## config.mk

```make
export PLATFORM = sky130hd
export DESIGN_NAME = vga_sync_gen
export DESIGN_NICKNAME = d
export VERILOG_FILES = /design/src/rtl/vga_sync_gen.sv
export SDC_FILE = /design/constraint.sdc
export NUM_CORES = 1
export LEC_CHECK = 0
export ABC_CLOCK_PERIOD_IN_PS = 3130
export CORE_UTILIZATION = 45
export CTS_CLUSTER_SIZE = 10
export DETAILED_ROUTE_END_ITERATION = 6
export GPL_TIMING_DRIVEN = 1
export PLACE_DENSITY = 0.77
export SYNTH_ARGS = -nofsm -noshare
export SYNTH_HDL_FRONTEND = slang
export SYNTH_SLANG_ARGS = --single-unit
```

## constraint.sdc

```tcl
create_clock -name vga_clk -period 3.13 [get_ports vga_clk]
set_clock_uncertainty 0.15 [all_clocks]
set_input_delay 0.626 -clock vga_clk [delete_from_list [all_inputs] [get_ports vga_clk]]
set_output_delay 0.626 -clock vga_clk [all_outputs]
set_load 0.01 [all_outputs]
```

## src/rtl/vga_sync_gen.sv

```systemverilog
// VGA raster timing generator: draw coordinates, blank qualifier, active-low syncs.
// Optional VGA_SYNC_FRAME_CNT_EN adds a 16-bit frame_count animation time base.
module vga_sync_gen #(
    parameter int H_ACTIVE = 640,
    parameter int H_FP     = 16,
    parameter int H_SYNC   = 96,
    parameter int H_BP     = 48,
    parameter int V_ACTIVE = 480,
    parameter int V_FP     = 10,
    parameter int V_SYNC   = 2,
    parameter int V_BP     = 33
) (
    input  logic        vga_clk,
    input  logic        reset_n,
    output logic [9:0]  DrawX,
    output logic [9:0]  DrawY,
    output logic        hs,
    output logic        vs,
    output logic        blank,
    output logic        line_start,
    output logic        frame_start
`ifdef VGA_SYNC_FRAME_CNT_EN
    ,
    output logic [15:0] frame_count
`endif
);

    localparam int H_TOTAL = H_ACTIVE + H_FP + H_SYNC + H_BP;
    localparam int V_TOTAL = V_ACTIVE + V_FP + V_SYNC + V_BP;

    localparam logic [9:0] H_LAST    = 10'(H_TOTAL - 1);
    localparam logic [9:0] H_FRONT_S = 10'(H_ACTIVE);
    localparam logic [9:0] H_SYNC_S  = 10'(H_ACTIVE + H_FP);
    localparam logic [9:0] H_BACK_S  = 10'(H_ACTIVE + H_FP + H_SYNC);
    localparam logic [9:0] V_LAST    = 10'(V_TOTAL - 1);
    localparam logic [9:0] V_FRONT_S = 10'(V_ACTIVE);
    localparam logic [9:0] V_SYNC_S  = 10'(V_ACTIVE + V_FP);
    localparam logic [9:0] V_BACK_S  = 10'(V_ACTIVE + V_FP + V_SYNC);

    typedef enum logic [1:0] {ACTIVE, FRONT, SYNC, BACK} region_t;

    region_t     h_state, h_state_nxt, v_state, v_state_nxt;
    logic [9:0]  h_nxt, v_nxt;
    logic        h_wrap, v_wrap;

    always_comb begin
        h_wrap = (DrawX == H_LAST);
        v_wrap = h_wrap && (DrawY == V_LAST);
        h_nxt  = h_wrap ? 10'd0 : DrawX + 10'd1;
        if (v_wrap)      v_nxt = 10'd0;
        else if (h_wrap) v_nxt = DrawY + 10'd1;
        else             v_nxt = DrawY;

        h_state_nxt = h_state;
        case (h_state)
            ACTIVE:  if (h_nxt == H_FRONT_S) h_state_nxt = FRONT;
            FRONT:   if (h_nxt == H_SYNC_S)  h_state_nxt = SYNC;
            SYNC:    if (h_nxt == H_BACK_S)  h_state_nxt = BACK;
            default: if (h_nxt == 10'd0)     h_state_nxt = ACTIVE;
        endcase

        // Vertical regions only move on the line boundary.
        v_state_nxt = v_state;
        if (h_wrap) begin
            case (v_state)
                ACTIVE:  if (v_nxt == V_FRONT_S) v_state_nxt = FRONT;
                FRONT:   if (v_nxt == V_SYNC_S)  v_state_nxt = SYNC;
                SYNC:    if (v_nxt == V_BACK_S)  v_state_nxt = BACK;
                default: if (v_nxt == 10'd0)     v_state_nxt = ACTIVE;
            endcase
        end
    end

    // Outputs decode the next-state values so they line up with the new DrawX/DrawY.
    always_ff @(posedge vga_clk or negedge reset_n) begin
        if (!reset_n) begin
            DrawX       <= '0;
            DrawY       <= '0;
            h_state     <= ACTIVE;
            v_state     <= ACTIVE;
            hs          <= 1'b1;
            vs          <= 1'b1;
            blank       <= 1'b0;
            line_start  <= 1'b0;
            frame_start <= 1'b0;
        end else begin
            DrawX       <= h_nxt;
            DrawY       <= v_nxt;
            h_state     <= h_state_nxt;
            v_state     <= v_state_nxt;
            hs          <= (h_state_nxt != SYNC);
            vs          <= (v_state_nxt != SYNC);
            blank       <= (h_state_nxt == ACTIVE) && (v_state_nxt == ACTIVE);
            line_start  <= (h_nxt == 10'd0);
            frame_start <= (h_nxt == 10'd0) && (v_nxt == 10'd0);
        end
    end

`ifdef VGA_SYNC_FRAME_CNT_EN
    always_ff @(posedge vga_clk or negedge reset_n) begin
        if (!reset_n)    frame_count <= '0;
        else if (v_wrap) frame_count <= frame_count + 16'd1;
    end
`endif

endmodule
```

==> qor.txt, run 1 <==
total CTS buffers: 5
chip height: 66.58 µm
num ports: 27
first-pass GRT wire length: 7.997 mm
worst skew pair latency: 290 ps
Critical Path End Type: flip-flop
CTS Buffer Depth: 2
minimum clock period: 3017 ps
worst slew pin tran: 568.6 ps
P_sw: 0.1589 mW
Async SR Flop Fraction: 100.0%
Gate power share: 1.4%
FF-to-FF path depth: 8
num rows: 23
initial antenna violation count: 0
CTS tree: built
Rel. slew slack: 61.12%
Core ar.: 4000 µm²
share of Yosys cell area claimed by the top area cell type: 36.00%
switch share: 23.07%
WHS: 336.5 ps
outcome: complete, no violations
sequential cell fraction of total power: 54.4%
final setup vio count: 0
die width: 66.58 µm
crit path max fanout: 5
via/cell ratio: 5.964
post-synthesis cell type count: 63
Syn Area/Cell: 9.023 µm²
WHS Path Cells: 1
gpl congestion: 0.9388
syn_nets: 214
die area: 4433 µm²
PwrDens: 285.1 nW/µm²
dpl ws: 60.78 ps
Setup Total Neg Slack: 0 ps
Syn. warnings: 0
final antenna diode count: 0
#FFs+latches synth: 29
DR DRC count: 0
Clock Power Share: 44.2%
Max Clock Freq: 0.3314 GHz
CP Class: flip-flop to flip-flop
Num Clock Sinks: 29
Cells after Synth: 208
final hold viol count: 0
largest area contributor in the netlist: dfrtp_1
Pint: 0.5298 mW
Starting Density: 46.92%
port bufs: 26
fraction of layout cells with a size suffix above 1: 19.29%
CTS root buf: clkbuf_8
total of max-cap violations: 0
Synth area leaders: dfrtp_1 36%, xor2_1 3.3%, a21oi_1 3.2%
Total GRT Usage: 24.33%
gr ovfl total: 0
Max Slew Vio Count: 0
via count: 1813
post-route worst setup slack: 112.5 ps
Reg clk slew, reported paths: 70 ps
Antenna Nets Post-Route: 0
largest net degree at the start of global routing: 30
Critical Path Source Type: flip-flop
Min-Delay Path Class: flip-flop to flip-flop
synthesized cell area: 1877 µm²
final net count: 259
Post-synth EDFFs: 0
drt total wl: 4.893 mm
Avg WL per Cell: 16.10 µm
DP Wirelength: 3.590 mm
DR pass1 iterations: 4
H-tree Lvls: 2
part of the cycle the worst path needs: 96.40%
vias in the first global route: 1716
Lkg Pwr: 1.012 nW
DR iter-0 viols: 132
CP required: 3200 ps
P&R area growth vs syn: 28.73%
sequential area share after synthesis: 38.80%
peak supply drop: 256.2 µV
Most used DFF post-synth: dfrtp_1
WP data arrival: 3090 ps
## synthesized netlist by cell type (all sizes together), types with 3 or more instances
cell type / n
nor4: 4
nand2: 15
nand4: 9
nand2b: 4
or3: 7
o21ai: 7
o31a: 3
a211oi: 3
inv: 15
nand3: 10
or4: 4
nor3: 6
dfrtp: 27
a2111oi: 5
xnor2: 3
ha: 4
buf: 5
a21oi: 12
xor2: 7
clkbuf: 8
nor2: 5
## final timing paths
path                                 startpoint                    end  slack (ps)
hold reg to reg            h_state[1]$_DFF_PN0_           hs$_DFF_PN1_         340
setup reg to reg             DrawY[0]$_DFF_PN0_  frame_start$_DFF_PN0_         110
max in group asynchronous               reset_n           vs$_DFF_PN1_        1930
min in group asynchronous               reset_n     DrawX[6]$_DFF_PN0_         580
hold / removal             h_state[1]$_DFF_PN0_           hs$_DFF_PN1_         340
setup / recovery             DrawY[0]$_DFF_PN0_  frame_start$_DFF_PN0_         110
## placed cells by master, fill, tap and decap left out, types with 3 or more instances in the layout
| cell | Yosys | routed |
|---|---|---|
| dfrtp_1 | 27 | 26 |
| clkdlybuf4s50_1 | 0 | 26 |
| o21ai_0 | 7 | 7 |
| xnor2_1 | 3 | 3 |
| nand2_1 | 15 | 15 |
| ha_1 | 4 | 4 |
| nand2b_1 | 4 | 4 |
| a21oi_1 | 12 | 12 |
| clkbuf_8 | 0 | 5 |
| nand4_1 | 9 | 9 |
| inv_1 | 15 | 15 |
| nand3_1 | 10 | 10 |
| xor2_1 | 7 | 7 |
| a211oi_1 | 3 | 3 |
| buf_4 | 0 | 25 |
| or3_1 | 5 | 4 |
| a2111oi_0 | 5 | 3 |
| nor2_1 | 5 | 5 |
| nor4_1 | 4 | 4 |
| nor3_1 | 6 | 6 |
## metrics by stage
| stage | area (µm²) | util [%] | instances | total power, mW |
|---|---|---|---|---|
| after global placement | 2313 | 57.84 | 295 | 0.3917 |
| after CTS | 2400 | 59.99 | 303 | 0.6950 |
| after detailed placement | 2313 | 57.84 | 295 | 0.3919 |
| after global routing | 2416 | 60.40 | 304 | 0.7076 |
| after floorplan | 1877 | - | 208 | 0.3819 |
| final | 2416 | 60.40 | 304 | 0.6887 |
## flip-flops by register name, summed over array words and instances (netlist names)
| name | cells |
|---|---|
| v_state | 2 |
| h_state | 2 |
| line_start | 1 |
| frame_start | 1 |
| hs | 1 |
| DrawY | 10 |
| blank | 1 |
| DrawX | 10 |
| vs | 1 |
## power groups by stage
stage	combinational [mW]	sequential (mW)	clock [mW]
after detailed placement	0.0101	0.382	0
after CTS	0.0100	0.375	0.310
after floorplan	0.000000395	0.382	0
final	0.00936	0.375	0.305
after global routing	0.0110	0.375	0.322
after global placement	0.00988	0.382	0
## timing repair
item / CTS / global route
setup buffers: 0 / 1
setup endpoints to repair: 0 / 5
hold buffers: 0 / 0
resized for setup: 0 / 4
## cell families after synthesis
kind of cell / share of synthesized area (%)
compound gates: 19.73
xor+xnor: 4.667
fa+ha+maj: 2.667
buf+inv: 6.533
flops: 38.80
mux: 0.5334
simple gates: 27.07
## final cells by class
type	count	area [µm²]
timing repair buffer	51	447.9
sequential	29	729.5
multi-input combinational	151	1033
fill	354	1584
inverter	15	56.30
tap	50	62.56
clock buffer	5	68.82
clock inverter	3	17.52
## critical path, stage by stage, from the launching register on
cell and delay (ps):
dfrtp_1 380, inv_1 90, ha_1 160, or4b_2 650, or3_4 450, a21oi_1 160, o21ai_0 150, or4_1 520
and4b_1 240
## layer usage
| layer | up-vias | wire length (µm) | GRT usage, % | share of wire (%) |
|---|---|---|---|---|
| met5 | - | 0 | 0 | 0 |
| met3 | 13 | 203 | 4.795 | 4.1 |
| met4 | 0 | 116 | 12.50 | 2.4 |
| met2 | 55 | 2285 | 37.12 | 47 |
| met1 | 875 | 2287 | 32.30 | 47 |
| li1 | 870 | - | - | - |
(Power assumes the default switching activity.)
==> inputs of run 2 (changes only) <==
ABC_CLOCK_PERIOD_IN_PS = 3200   (was 3130)
PLACE_DENSITY = 0.74   (was 0.77)
clock period = 3.2 ns   (was 3.13 ns; I/O delays follow)
==> qor.txt, run 2 (synthesized netlist as in run 1, its figures left out) <==
minimum clock period: 3102 ps (+84.56 ps)
Reg area: 728.2 µm² (-0.17%)
worst slew pin tran: 510.4 ps (-58.17 ps)
drt total wl: 4.639 mm (-5.2%)
Placed Cells: 294 (-0.34%)
crit path max fanout: 5 (unchanged)
CTS Buffer Depth: 2 (unchanged)
total CTS buffers: 5 (unchanged)
Avg WL per Cell: 15.36 µm (-4.6%)
DR DRC count: 2 (+2)
P_sw: 0.1470 mW (-7.5%)
final setup vio count: 0 (unchanged)
Max Clock Freq: 0.3224 GHz (-2.7%)
gpl congestion: 0.9443 (+0.59%)
port bufs: 26 (unchanged)
via/cell ratio: 5.937 (-0.45%)
outcome: finished with violations
final antenna diode count: 0 (unchanged)
gr ovfl total: 0 (unchanged)
sequential cell fraction of total power: 51.7% (-2.7 points)
Critical Path Source Type: flip-flop
CP Class: flip-flop to flip-flop
Core ar.: 4000 µm² (unchanged)
num ports: 27 (unchanged)
Met3 Wirelength: 269 µm (+33%)
most common cell after layout, fill and taps aside: dfrtp_1
Pint: 0.5627 mW (+6.2%)
area of the multi-input gates: 1026 µm² (-0.73%)
Antenna Nets Post-Route: 0 (unchanged)
Starting Density: 46.92% (unchanged)
CP required: 3270 ps (+70 ps)
DR pass1 iterations: 6 (+2)
Min-Delay Path Class: flip-flop to flip-flop
peak supply drop: 330.8 µV (+29%)
RSZ-0062 raised after global routing: false
PwrDens: 294.8 nW/µm² (+3.4%)
leading registers by flop count: DrawX x10, DrawY x10
CTS hold repair buffers: 0 (unchanged)
die area: 4433 µm² (unchanged)
switch share: 20.71% (-2.4 points)
Reg clk slew, reported paths: 60 ps (about the same)
total of max-cap violations: 0 (unchanged)
num rows: 23 (unchanged)
Max Slew Vio Count: 0 (unchanged)
Setup Total Neg Slack: 0 ps (unchanged)
CTS root buf: clkbuf_8
initial antenna violation count: 0 (unchanged)
highest metal used: met4
Num Clock Sinks: 29 (unchanged)
final non-filler cell total: 302 (-0.66%)
Met1 Routed Length: 2.214 mm (-3.2%)
fraction of layout cells with a size suffix above 1: 17.86% (-1.4 points)
Setup Buffers After CTS: 0 (unchanged)
H-tree Lvls: 2 (unchanged)
P&R area growth vs syn: 28.27%
Gate power share: 1.3% (about the same)
failing checks: design-rule violations
WP data arrival: 3170 ps (+80 ps)
final hold viol count: 0 (unchanged)
DR iter-0 viols: 191 (+45%)
first-pass GRT wire length: 7.555 mm (-5.5%)
DP Wirelength: 3.404 mm (-5.2%)
part of the cycle the worst path needs: 96.94% (+0.53 points)
WHS: 309.3 ps (-27.23 ps)
Critical Path End Type: flip-flop
die width: 66.58 µm (unchanged)
via count: 1793 (-1.1%)
commonest cells after routing, fill and taps aside: 27 x dfrtp_1, 26 x clkdlybuf4s50_1, 23 x buf_4
cts repair resizes: 0 (unchanged)
Tot Pwr: 0.7097 mW (+3.0%)
CTS tree: built
worst skew pair latency: 280 ps (about the same)
vias in the first global route: 1565 (-8.8%)
Total GRT Usage: 22.73% (-1.6 points)
Clock Power Share: 47.1% (+2.9 points)
largest net degree at the start of global routing: 30 (unchanged)
fin util: 60.18% (-0.22 points)
final net count: 257 (-0.77%)
Rel. slew slack: 65.09% (+4.0 points)
Lkg Pwr: 1.012 nW (about the same)
WL met2: 2.091 mm (-8.5%)
fillers: 364 (+2.8%)
chip height: 66.58 µm (unchanged)
## run 2: power groups by stage
stage | sequential (mW) | combinational [mW] | clock, mW
after floorplan | 0.374 | 0.000000395 | 0
after global placement | 0.373 | 0.00959 | 0
after detailed placement | 0.373 | 0.00977 | 0
after CTS | 0.367 | 0.00968 | 0.342
after global routing | 0.366 | 0.0108 | 0.356
final | 0.367 | 0.00900 | 0.334
## run 2: worst paths after layout
check	start	endpoint	slack [ps]	cells after the start
worst min-delay path	h_state[1]$_DFF_PN0_	hs$_DFF_PN1_	310	1
max in group asynchronous	reset_n	vs$_DFF_PN1_	1990	2
worst max register to register	DrawX[9]$_DFF_PN0_	blank$_DFF_PN0_	100	6
worst min register to register	h_state[1]$_DFF_PN0_	hs$_DFF_PN1_	310	1
min in group asynchronous	reset_n	DrawX[2]$_DFF_PN0_	590	2
worst max-delay path	DrawX[9]$_DFF_PN0_	blank$_DFF_PN0_	100	6
## run 2: worst max-delay path, cell delays in order (launching register included)
cell and delay (ps):
dfrtp_1 400, or3b_1 440, or3_2 510, or4_1 530, a2111oi_0 540, and4bb_2 330, o22a_1 140
## run 2: routing by layer
layer | vias up | GRT usage (%)
met5 | - | 0
met3 | 8 | 7.192
met4 | 0 | 6.383
li1 | 869 | -
met2 | 58 | 32.58
met1 | 858 | 32.34
## run 2: through the flow
stage	instance area, µm²	worst slack (ps)
6_report	2407	97.97
5_1_grt	2407	7.814
4_1_cts	2407	128.0
3_5_place_dp	2306	135.5
3_3_place_gp	2306	211.0
2_1_floorplan	1877	197.2
## run 2: area by class of cell
class | count | area share, %
clock buffers | 7 | 4.002
clock inverters | 1 | 0.2079
inverters | 15 | 2.339
multi-input cells | 151 | 42.62
flip-flops and latches | 29 | 30.25
well taps | 50 | 2.599
repair buffers | 49 | 17.98
==> inputs of run 3 (changes only) <==
ABC_CLOCK_PERIOD_IN_PS = 3090   (was 3200)
CORE_MARGIN = 8   (was not set)
clock period = 3.09 ns   (was 3.2 ns; I/O delays follow)
==> qor.txt, run 3 (synthesized netlist as in run 1, its figures left out) <==
final setup vio count: 0 (unchanged)
num ports: 27 (unchanged)
dpl ws: -11.54 ps (-147.1 ps)
switch share: 23.30% (+2.6 points)
Core ar.: 4000 µm² (unchanged)
port bufs: 26 (unchanged)
part of the cycle the worst path needs: 95.81% (-1.1 points)
gr ovfl total: 0 (unchanged)
FF-to-FF path depth: 6 (unchanged)
Critical Path Stages: 6 (unchanged)
most common cell after layout, fill and taps aside: dfrtp_1
WP buf/inv: 0 (unchanged)
P_sw: 0.1633 mW (+11%)
Setup Total Neg Slack: 0 ps (unchanged)
P&R area growth vs syn: 30.27%
Critical Path End Type: flip-flop
die area: 6493 µm² (+46%)
via count: 1834 (+2.3%)
fillers: 362 (-0.55%)
CP Class: flip-flop to flip-flop
final antenna diode count: 0 (unchanged)
DR pass1 iterations: 4 (-2)
crit-path leading delay family: simple AND/OR/NAND/NOR gates
commonest cells after routing, fill and taps aside: 27 x dfrtp_1, 26 x clkdlybuf4s50_1, 25 x buf_4
Antenna Nets Post-Route: 0 (unchanged)
DR DRC count: 0 (-2)
CTS hold repair buffers: 0 (unchanged)
CP required: 3170 ps (-100 ps)
num rows: 23 (unchanged)
Crit path largest cell delay: 570 ps (+30 ps)
leading registers by flop count: DrawX x10, DrawY x10
first-pass GRT wire length: 8.197 mm (+8.5%)
largest net degree at the start of global routing: 30 (unchanged)
Num Clock Sinks: 29 (unchanged)
DR iter-0 viols: 129 (-32%)
Rel. slew slack: 53.82% (-11 points)
sequential cell fraction of total power: 54.2% (+2.5 points)
Clock Power Share: 44.5% (-2.6 points)
Min-Delay Path Class: flip-flop to flip-flop
final net count: 259 (+0.78%)
total CTS buffers: 5 (unchanged)
Placed Cells: 296 (+0.68%)
drt total wl: 4.889 mm (+5.4%)
RSZ-0062 raised after global routing: false
WHS Path Cells: 1 (unchanged)
Reg clk slew, reported paths: 60 ps (about the same)
final hold viol count: 0 (unchanged)
WHS: 313.6 ps (+4.315 ps)
crit path max fanout: 6 (+1)
PwrDens: 286.6 nW/µm² (-2.8%)
Gate power share: 1.3% (about the same)
worst slew pin tran: 686.4 ps (+176.0 ps)
total of max-cap violations: 0 (unchanged)
chip height: 80.58 µm (+21%)
fraction of layout cells with a size suffix above 1: 20.08% (+2.2 points)
H-tree Lvls: 2 (unchanged)
placed inst area: 2321 µm² (+0.65%)
peak supply drop: 195.0 µV (-41%)
gpl congestion: 0.8933 (-5.4%)
CTS tree: built
CTS root buf: clkbuf_8
vias in the first global route: 1677 (+7.2%)
die width: 80.58 µm (+21%)
cell-by-cell trace of the critical path: or3b_4 > or3_2 > or4_4 > a2111oi_4 > and4bb_2 > o22a_1
via/cell ratio: 6.033 (+1.6%)
initial antenna violation count: 0 (unchanged)
minimum clock period: 2961 ps (-141.4 ps)
Lkg Pwr: 1.030 nW (+1.7%)
Total GRT Usage: 15.91% (-6.8 points)
outcome: complete, no violations
Avg WL per Cell: 16.08 µm (+4.7%)
Pint: 0.5375 mW (-4.5%)
DP Wirelength: 3.534 mm (+3.8%)
Crit-path slowest cell: or4_4
post-route worst setup slack: 129.4 ps (+31.40 ps)
WP data arrival: 3040 ps (-130 ps)
CTS Buffer Depth: 2 (unchanged)
final non-filler cell total: 304 (+0.66%)
worst skew pair latency: 290 ps (about the same)
Max Clock Freq: 0.3378 GHz (+4.8%)
cell area after layout: 2445 µm² (+1.6%)
Critical Path Source Type: flip-flop
Max Slew Vio Count: 0 (unchanged)
Starting Density: 46.92% (unchanged)
-- run 3: final cells by class --
class	instances	area, µm²	share of cell area [%]
tap	50	62.56	2.559
multi-input combinational	151	1067	43.65
sequential	29	728.2	29.79
clock inverter	2	10.01	0.4094
timing repair buffer	51	447.9	18.32
clock buffer	6	72.57	2.968
inverter	15	56.30	2.303
-- run 3: metal layers --
metal  track usage [%]  vias to the layer above  share of wire [%]
met5                 0                        -                  0
met4             6.909                        0                1.9
met3             3.348                       11                5.4
met2             23.58                       56                 45
met1             21.61                      888                 48
li1                  -                      879                  -
-- run 3: what timing repair did --
| action | 4_1_cts | 5_1_grt |
|---|---|---|
| gates resized for setup | 0 | 9 |
| hold endpoints to repair | 0 | 0 |
| buffers inserted | 0 | 0 |
| endpoints found under the setup margin | 0 | 5 |
-- run 3: per-stage QoR --
| stage | utilization [%] | power [mW] |
|---|---|---|
| floorplan | - | 0.3868 |
| global placement | 58.02 | 0.3970 |
| detailed placement | 58.02 | 0.3972 |
| CTS | 60.09 | 0.7082 |
| global route | 61.12 | 0.7234 |
| finish | 61.12 | 0.7008 |
-- run 3: path summary, 6_finish.rpt --
kind                                      start            endpoint  slack, ps
setup / recovery             DrawX[9]$_DFF_PN0_     blank$_DFF_PN0_        130
hold reg to reg            h_state[1]$_DFF_PN0_        hs$_DFF_PN1_        310
min in group asynchronous               reset_n  DrawY[1]$_DFF_PN0_        560
setup reg to reg             DrawX[9]$_DFF_PN0_     blank$_DFF_PN0_        130
max in group asynchronous               reset_n        hs$_DFF_PN1_       1910
hold / removal             h_state[1]$_DFF_PN0_        hs$_DFF_PN1_        310
-- run 3: power by group through the flow --
stage          Combinational (mW)  Clock (mW)  Sequential (mW)
3_5_place_dp               0.0105           0            0.387
6_report                  0.00941       0.312            0.380
3_3_place_gp               0.0103           0            0.387
4_1_cts                    0.0103       0.318            0.380
2_1_floorplan         0.000000395           0            0.387
5_1_grt                    0.0116       0.332            0.379
